**src/rtl/mem_load_unit.sv**
```systemverilog
// Load unit for a fixed-latency data memory: tracks accepted loads through a
// valid/tag delay line and returns {tag, data} in acceptance order via a credit-limited FIFO.
module mem_load_unit #(
  parameter int unsigned LATENCY    = 100,
  parameter int unsigned TAG_W      = 4,
  parameter int unsigned RESP_DEPTH = 8
) (
  input  logic             clk,
  input  logic             rst_n,
  input  logic             req_valid,
  output logic             req_ready,
  input  logic [15:0]      req_addr,
  input  logic [TAG_W-1:0] req_tag,
  output logic [15:0]      mem_raddr,
  input  logic [7:0]       mem_rdata,
  output logic             resp_valid,
  input  logic             resp_ready,
  output logic [TAG_W-1:0] resp_tag,
  output logic [7:0]       resp_data,
  output logic [7:0]       inflight
);

  localparam int unsigned PTR_W = (RESP_DEPTH > 1) ? $clog2(RESP_DEPTH) : 1;
  localparam int unsigned CNT_W = $clog2(RESP_DEPTH + 1);
  localparam int unsigned SUM_W = 16;

  typedef struct packed {
    logic [TAG_W-1:0] tag;
    logic [7:0]       data;
  } resp_t;

  logic               accept;
  logic               capture;
  logic               push;
  logic               pop;
  logic [LATENCY-1:0] trk_vld;
  logic [TAG_W-1:0]   trk_tag [LATENCY];
  resp_t              fifo_mem [RESP_DEPTH];
  resp_t              head;
  logic [PTR_W-1:0]   wr_ptr;
  logic [PTR_W-1:0]   rd_ptr;
  logic [CNT_W-1:0]   fifo_count;

  function automatic logic [PTR_W-1:0] ptr_inc(input logic [PTR_W-1:0] p);
    return (32'(p) == RESP_DEPTH - 1) ? '0 : p + PTR_W'(1);
  endfunction

  // Memory is addressed straight from the request bus; only accepted cycles are tracked.
  assign mem_raddr = req_addr;

  // Credits come from registered state only, so no path from req_valid/resp_ready.
  assign req_ready = (SUM_W'(inflight) + SUM_W'(fifo_count)) < SUM_W'(RESP_DEPTH);
  assign accept    = req_valid && req_ready;

  assign capture    = trk_vld[LATENCY-1];
  assign push       = capture;
  assign resp_valid = (fifo_count != '0);
  assign pop        = resp_valid && resp_ready;
  assign head       = fifo_mem[rd_ptr];
  assign resp_tag   = head.tag;
  assign resp_data  = head.data;

  // Valid bits of the tracking delay line; cleared on reset to drop stale loads.
  always_ff @(posedge clk or negedge rst_n) begin
    if (!rst_n) begin
      trk_vld <= '0;
    end else begin
      trk_vld[0] <= accept;
      for (int unsigned i = 1; i < LATENCY; i++) begin
        trk_vld[i] <= trk_vld[i-1];
      end
    end
  end

  // Tags ride alongside the valid bits and need no reset.
  always_ff @(posedge clk) begin
    trk_tag[0] <= req_tag;
    for (int unsigned i = 1; i < LATENCY; i++) begin
      trk_tag[i] <= trk_tag[i-1];
    end
  end

  always_ff @(posedge clk or negedge rst_n) begin
    if (!rst_n) begin
      inflight <= '0;
    end else if (accept && !capture) begin
      inflight <= inflight + 8'd1;
    end else if (!accept && capture) begin
      inflight <= inflight - 8'd1;
    end
  end

  always_ff @(posedge clk) begin
    if (push) begin
      fifo_mem[wr_ptr] <= '{tag: trk_tag[LATENCY-1], data: mem_rdata};
    end
  end

  // Response FIFO pointers and occupancy.
  always_ff @(posedge clk or negedge rst_n) begin
    if (!rst_n) begin
      wr_ptr     <= '0;
      rd_ptr     <= '0;
      fifo_count <= '0;
    end else begin
      if (push) begin
        wr_ptr <= ptr_inc(wr_ptr);
      end
      if (pop) begin
        rd_ptr <= ptr_inc(rd_ptr);
      end
      if (push && !pop) begin
        fifo_count <= fifo_count + CNT_W'(1);
      end else if (!push && pop) begin
        fifo_count <= fifo_count - CNT_W'(1);
      end
    end
  end

  // A capture into a full FIFO without a pop means the credit check was bypassed.
  a_no_overflow: assert property (@(posedge clk) disable iff (!rst_n)
    !(push && !pop && (fifo_count == CNT_W'(RESP_DEPTH))));

  a_inflight_bound: assert property (@(posedge clk) disable iff (!rst_n)
    (32'(inflight) <= RESP_DEPTH));

endmodule
```
**config.mk**
```make
export PLATFORM = sky130hd
export DESIGN_NAME = mem_load_unit
export DESIGN_NICKNAME = d
export VERILOG_FILES = /design/src/rtl/mem_load_unit.sv
export SDC_FILE = /design/constraint.sdc
export NUM_CORES = 1
export LEC_CHECK = 0
export ABC_AREA = 1
export CORE_ASPECT_RATIO = 1.25
export CORE_MARGIN = 1.5
export CORE_UTILIZATION = 35
export CTS_CLUSTER_DIAMETER = 40
export DETAILED_ROUTE_END_ITERATION = 7
export GPL_ROUTABILITY_DRIVEN = 0
export GPL_TIMING_DRIVEN = 0
export PLACE_DENSITY = 0.49
export SLEW_MARGIN = 20
export SYNTH_ARGS = -nofsm -noshare
export SYNTH_HDL_FRONTEND = slang
export SYNTH_SLANG_ARGS = --single-unit
```
**constraint.sdc**
```tcl
create_clock -name clk -period 3.3 [get_ports clk]
set_clock_uncertainty 0.1 [all_clocks]
set_input_delay 0.495 -clock clk [delete_from_list [all_inputs] [get_ports clk]]
set_output_delay 0.495 -clock clk [all_outputs]
set_load 0.03 [all_outputs]
```
# ---- After elaboration in Yosys (flattened, before gate mapping)
# Memory sizes are Yosys's and may differ from the RTL's.
# Index checks and enable logic that the tools add are counted.
# Widths: inputs -> output; s select.
dict set report classes {
  add_sub_neg 7
  order_cmp 1
  n_eq_ne 2
  n_mux 8
  reduce_logical 12
}
# cell count
set ops {}
lappend ops {{$mux 8} 2}
lappend ops {{$add 8x4->9} 1}
lappend ops {{$lt 9x4->1 const B} 1}
lappend ops {{$add 8x1->8 const B} 1}
lappend ops {{$mux 4} 2}
lappend ops {{$sub 8x1->8 const B} 1}
lappend ops {{$add 3x1->3 const B} 2}
lappend ops {{$eq 3x3->1 const B} 2}
lappend ops {{$logic_and 1x1->1} 6}
lappend ops {{$mux 3} 2}
lappend ops {{$add 4x1->4 const B} 1}
lappend ops {{$reduce_bool 2->1} 2}
lappend ops {{$reduce_bool 4->1} 1}
lappend ops {{$sub 4x1->4 const B} 1}
lappend ops {{$logic_not 1->1} 3}
lappend ops {{$mux 1} 2}
dict set report word_totals {
  register_bits 118
  ramBits 496
  input_bits 32
  output_inout_bits 38
  mem_count 2
}
# memory depth word_bits rd rd_clocked_by_memory_dff write_ports line
set mem_list {}
lappend mem_list {trk_tag 100 4 100 0 100 37} ;# logic [TAG_W-1:0] trk_tag [LATENCY];
lappend mem_list {fifo_mem 8 12 1 0 1 38} ;# resp_t fifo_mem [RESP_DEPTH];

# ---- Depth between registers and ports, before layout
dict set report logic_depth {
  word_depth 7
  ltp_mapped 16
  mapped_depth_nobuf 16
}

# ---- Worst setup path after synthesis
# OpenSTA, ideal clock, no wires.
dict set report synth_timing {
  path_kind {register to register}
  start {register inflight[1]}
  end {register inflight[7]}
  arrival_ns 3.078
  required_ns 3.083
  setup_slack_ns 0.005
  stages_incl_launch_ff 17
  path_buffers 0
  synth_period_minus_slack_ns 3.295
  cell_sequence {dfrtp_1 ha_1 nand3_1 a21oi_1 nor3_1 and2_1 ha_1 inv_1 ha_1 nand2_1 inv_1 a21oi_1 nand2_1 nand2_1 nand2_1 nand2_1 nand2_1}
}
dict set report synth_via {
  elab_chain_len 6
  elab_cells_between_ends 11
}
# element line
set synth_rtl {}
lappend synth_rtl {{start: declaration} 20} ;# output logic [7:0] inflight
lappend synth_rtl {{start signal: assignment} 87} ;# inflight <= inflight + 8'd1;
lappend synth_rtl {{start signal: assignment} 89} ;# inflight <= inflight - 8'd1;
lappend synth_rtl {{$add 8x4->9 (*)} 52} ;# assign req_ready = (SUM_W'(inflight) + SUM_W'(fifo_count)) < SUM_W'(RESP_DEPTH);
lappend synth_rtl {{$lt 9x4->1 (*)} 52}
lappend synth_rtl {{named net req_ready} 11} ;# output logic req_ready,
lappend synth_rtl {{$logic_and 1x1->1 (*)} 53} ;# assign accept = req_valid && req_ready;
lappend synth_rtl {{named net accept} 32} ;# logic accept;
lappend synth_rtl {{$logic_not 1->1} 88} ;# end else if (!accept && capture) begin
lappend synth_rtl {{$logic_and 1x1->1} 88}
lappend synth_rtl {{$reduce_bool 2->1 (no line)} n/a}
# Mark *: on every way through the listed nets, which the timed path passes. The rest lies on a longest branch. The select of a mux whose other input is x is not followed.
# A chain may end at the register's enable or synchronous reset.

# ---- Worst setup path after layout
dict set report layout_timing {
  start {register rd_ptr[0]}
  end {output port resp_data[1]}
}
dict set report layout_via {
  elab_chain_len 1
}
# element line
set layout_rtl {}
lappend layout_rtl {{start: declaration} 41} ;# logic [PTR_W-1:0] rd_ptr;
lappend layout_rtl {{start signal: assignment} 110} ;# rd_ptr <= ptr_inc(rd_ptr);
lappend layout_rtl {{$mem_v2 8x12} n/a}
lappend layout_rtl {{end: declaration} 19} ;# output logic [7:0] resp_data,
# No other way between the ends.

==> out/summary.txt <==
Hold Path Class = register to register
layout cells sized above 1 = 14.4%
port bufs = 53
I/O pin cnt = 70
Area growth syn-to-layout = 22.3%
final slew viol count = 0
Arrival @ worst endpoint = 2550 ps
Post-synth top flop = dfxtp_1
core area = 44300 µm²
mean post-synth cell area = 15.9 µm²
Combinational Power Share = 0.8%
root buf cell = clkbuf_16
Reg area = 13800 µm²
Die H = 240 µm
CP endpoint kind = output pin
Async SR Flop Fraction = 19.2%
fill count = 3977
endpoints failing setup = 0
number of max-cap violations = 0
drc violations = 0
row count = 86
Synth Register Bits = 614
number of global-route vias before repair = 6830
vias per cell = 4.01
Syn Std Cell Area = 15800 µm²
DRT antenna net count = 0
antenna violations before repair = 0
fin crit share = 95.3%
CTS tree = built
max_slew headroom = 42.4%
busiest grt layer = met2
met1 Usage GRT = 13.8%
Max Freq = 318 MHz
Synth top cells by count = 400 x dfxtp_1, 118 x dfrtp_1, 96 x edfxtp_1
Tmin final = 3150 ps
GR Util met3 = 2.96%
DRT Pass-1 Iters = 4
net count after synthesis = 1046
startpoint type of the worst setup path = register
Worst VDD drop = 443 µV
DP HPWL = 12.3 mm
WL per Instance = 13.0 µm
Skew-Pair Late Insertion Delay = 610 ps
clock slew at reported path FFs = 60 ps
most frequent cell after synthesis = dfxtp_1
Area contributors post-synth = dfxtp_1 51%, dfrtp_1 19%, edfxtp_1 18%
post-synth top area share = 50.7%
drt initial violations = 311
power per cell area = 775 nW/µm²
Post-synth EDFFs = 96
final WL = 22.7 mm
htree depth = 2
sw frac = 20.0%
status = finished, final reports clean
Overflow after GRT = 0
pin slew with the least headroom to its limit = 862 ps
multi-input logic area = 1590 µm²
total design power = 15000 µW
Unique masters post-synth = 30
diode count = 0
Critical Path Fanout Max = 10
cell count after synthesis = 995
chip width = 193 µm
leading area contributor after synthesis = dfxtp_1
internal power = 12000 µW
GRT Total Usage = 10.3%
clock buffer count from CTS = 61
Worst EP required = 2700 ps
sequential power share = 51.9%
Nets = 1166
Final Hold Fails = 0
routed vias = 6977
largest net degree at the start of global routing = 67
DP Cell Count = 1623
M2 GR Usage = 15.1%
LEAKAGE = 0.00801 µW
first-pass GRT wire length = 36.6 mm
Sum Neg Setup Slack = 0 ps
RSZ-0062 raised after global routing = false
Clk pwr share = 47.3%
CTS Buffer Depth = 3
initial cell density of the core = 35.6%
Finished Layout Cells = 1739
clock sinks = 614
Seq/Total Area, Yosys = 87.7%
kind of critical path = register to output pin
switching power total = 3000 µW
Die ar. = 46400 µm²
yosys warns = 0
per-layer routing:
metal | share of wire, % | vias to the layer above
li1 | - | 3456
met1 | 47 | 3328
met2 | 44 | 138
met3 | 5.4 | 55
met4 | 3.6 | 0
met5 | 0 | -
final cells by class:
cell class                 instances  share of cell area, %
buffer                            34                   1.28
clock buffer                      82                   9.00
clock inverter                    33                   2.20
inverter                          33                  0.642
multi-input combinational        314                   8.25
sequential                       614                   71.7
tap                              572                   3.71
timing repair buffer              57                   3.20
power groups by stage:
stage | Clock [µW] | Sequential, µW | Combinational [µW]
2_1_floorplan | 0 | 7920 | 36.3
3_3_place_gp | 0 | 7930 | 111
3_5_place_dp | 0 | 7930 | 116
4_1_cts | 7310 | 7770 | 117
5_1_grt | 7620 | 7780 | 125
6_report | 7080 | 7770 | 114
sequential cells by signal, summed over array words and instances, names as in the netlist:
register / flops
trk_vld: 100
rd_ptr: 3
trk_tag: 400
fifo_mem: 96
wr_ptr: 3
inflight: 8
fifo_count: 4
through the flow:
stage	util, %	hold slack (ps)	area [µm²]	setup slack (ps)
after global routing	43.5	194	19300	7.37
after detailed placement	38.6	212	17100	423
final	43.5	217	19300	154
after CTS	43.5	180	19300	84.9
after floorplan	-	99.4	15800	4.87
after global placement	38.4	212	17000	-2760
logic make-up after synthesis:
group | share of synthesized area, %
flops | 87.7
xor+xnor | 0.277
compound gates | 2.93
simple gates | 5.15
fa+ha+maj | 1.60
buf+inv | 2.34
critical path: stages (launching register included):
cell and delay [ps]:
dfrtp_1 430, inv_1 120, buf_2 320, nor2_1 70, o21ai_1 150, nand2_1 60, nand2_1 100, clkdlybuf4s50_1 680
cell usage in the layout, fill, tap and decap left out, types with 7 or more instances in the layout:
master,instances
dlymetal6s2s_1,7
nand2_1,91
clkdlybuf4s50_1,45
edfxtp_1,96
clkbuf_16,63
o21ai_0,24
o21ai_1,57
clkbuf_1,11
buf_4,18
inv_1,31
dfrtp_1,118
dfxtp_1,400
buf_2,9
clkinv_2,8
nor2_2,24
clkbuf_8,9
nand3_1,9
ha_1,17
nor2_1,68
what timing repair did:
| action | CTS | global route |
|---|---|---|
| gates resized for setup | 2 | 7 |
| hold endpoints to repair | 52 | 0 |
| hold buffers | 1 | 0 |
| buffers inserted | 0 | 0 |
| setup endpoints to repair | 6 | 7 |
path summary, 6_finish.rpt:
check,from,end,slack [ps],cells after the start
hold reg to reg,trk_tag[0][217]$_DFF_P_,trk_tag[0][221]$_DFF_P_,220,0
min in group asynchronous,rst_n,inflight[4]$_DFFE_PN0P_,310,2
max in group asynchronous,rst_n,trk_vld[58]$_DFF_PN0_,2130,3
setup reg to reg,inflight[1]$_DFFE_PN0P_,inflight[7]$_DFFE_PN0P_,470,16
hold / removal,trk_tag[0][217]$_DFF_P_,trk_tag[0][221]$_DFF_P_,220,0
setup / recovery,rd_ptr[0]$_DFFE_PN0P_,resp_data[1],150,7
(Power assumes the default switching activity.)
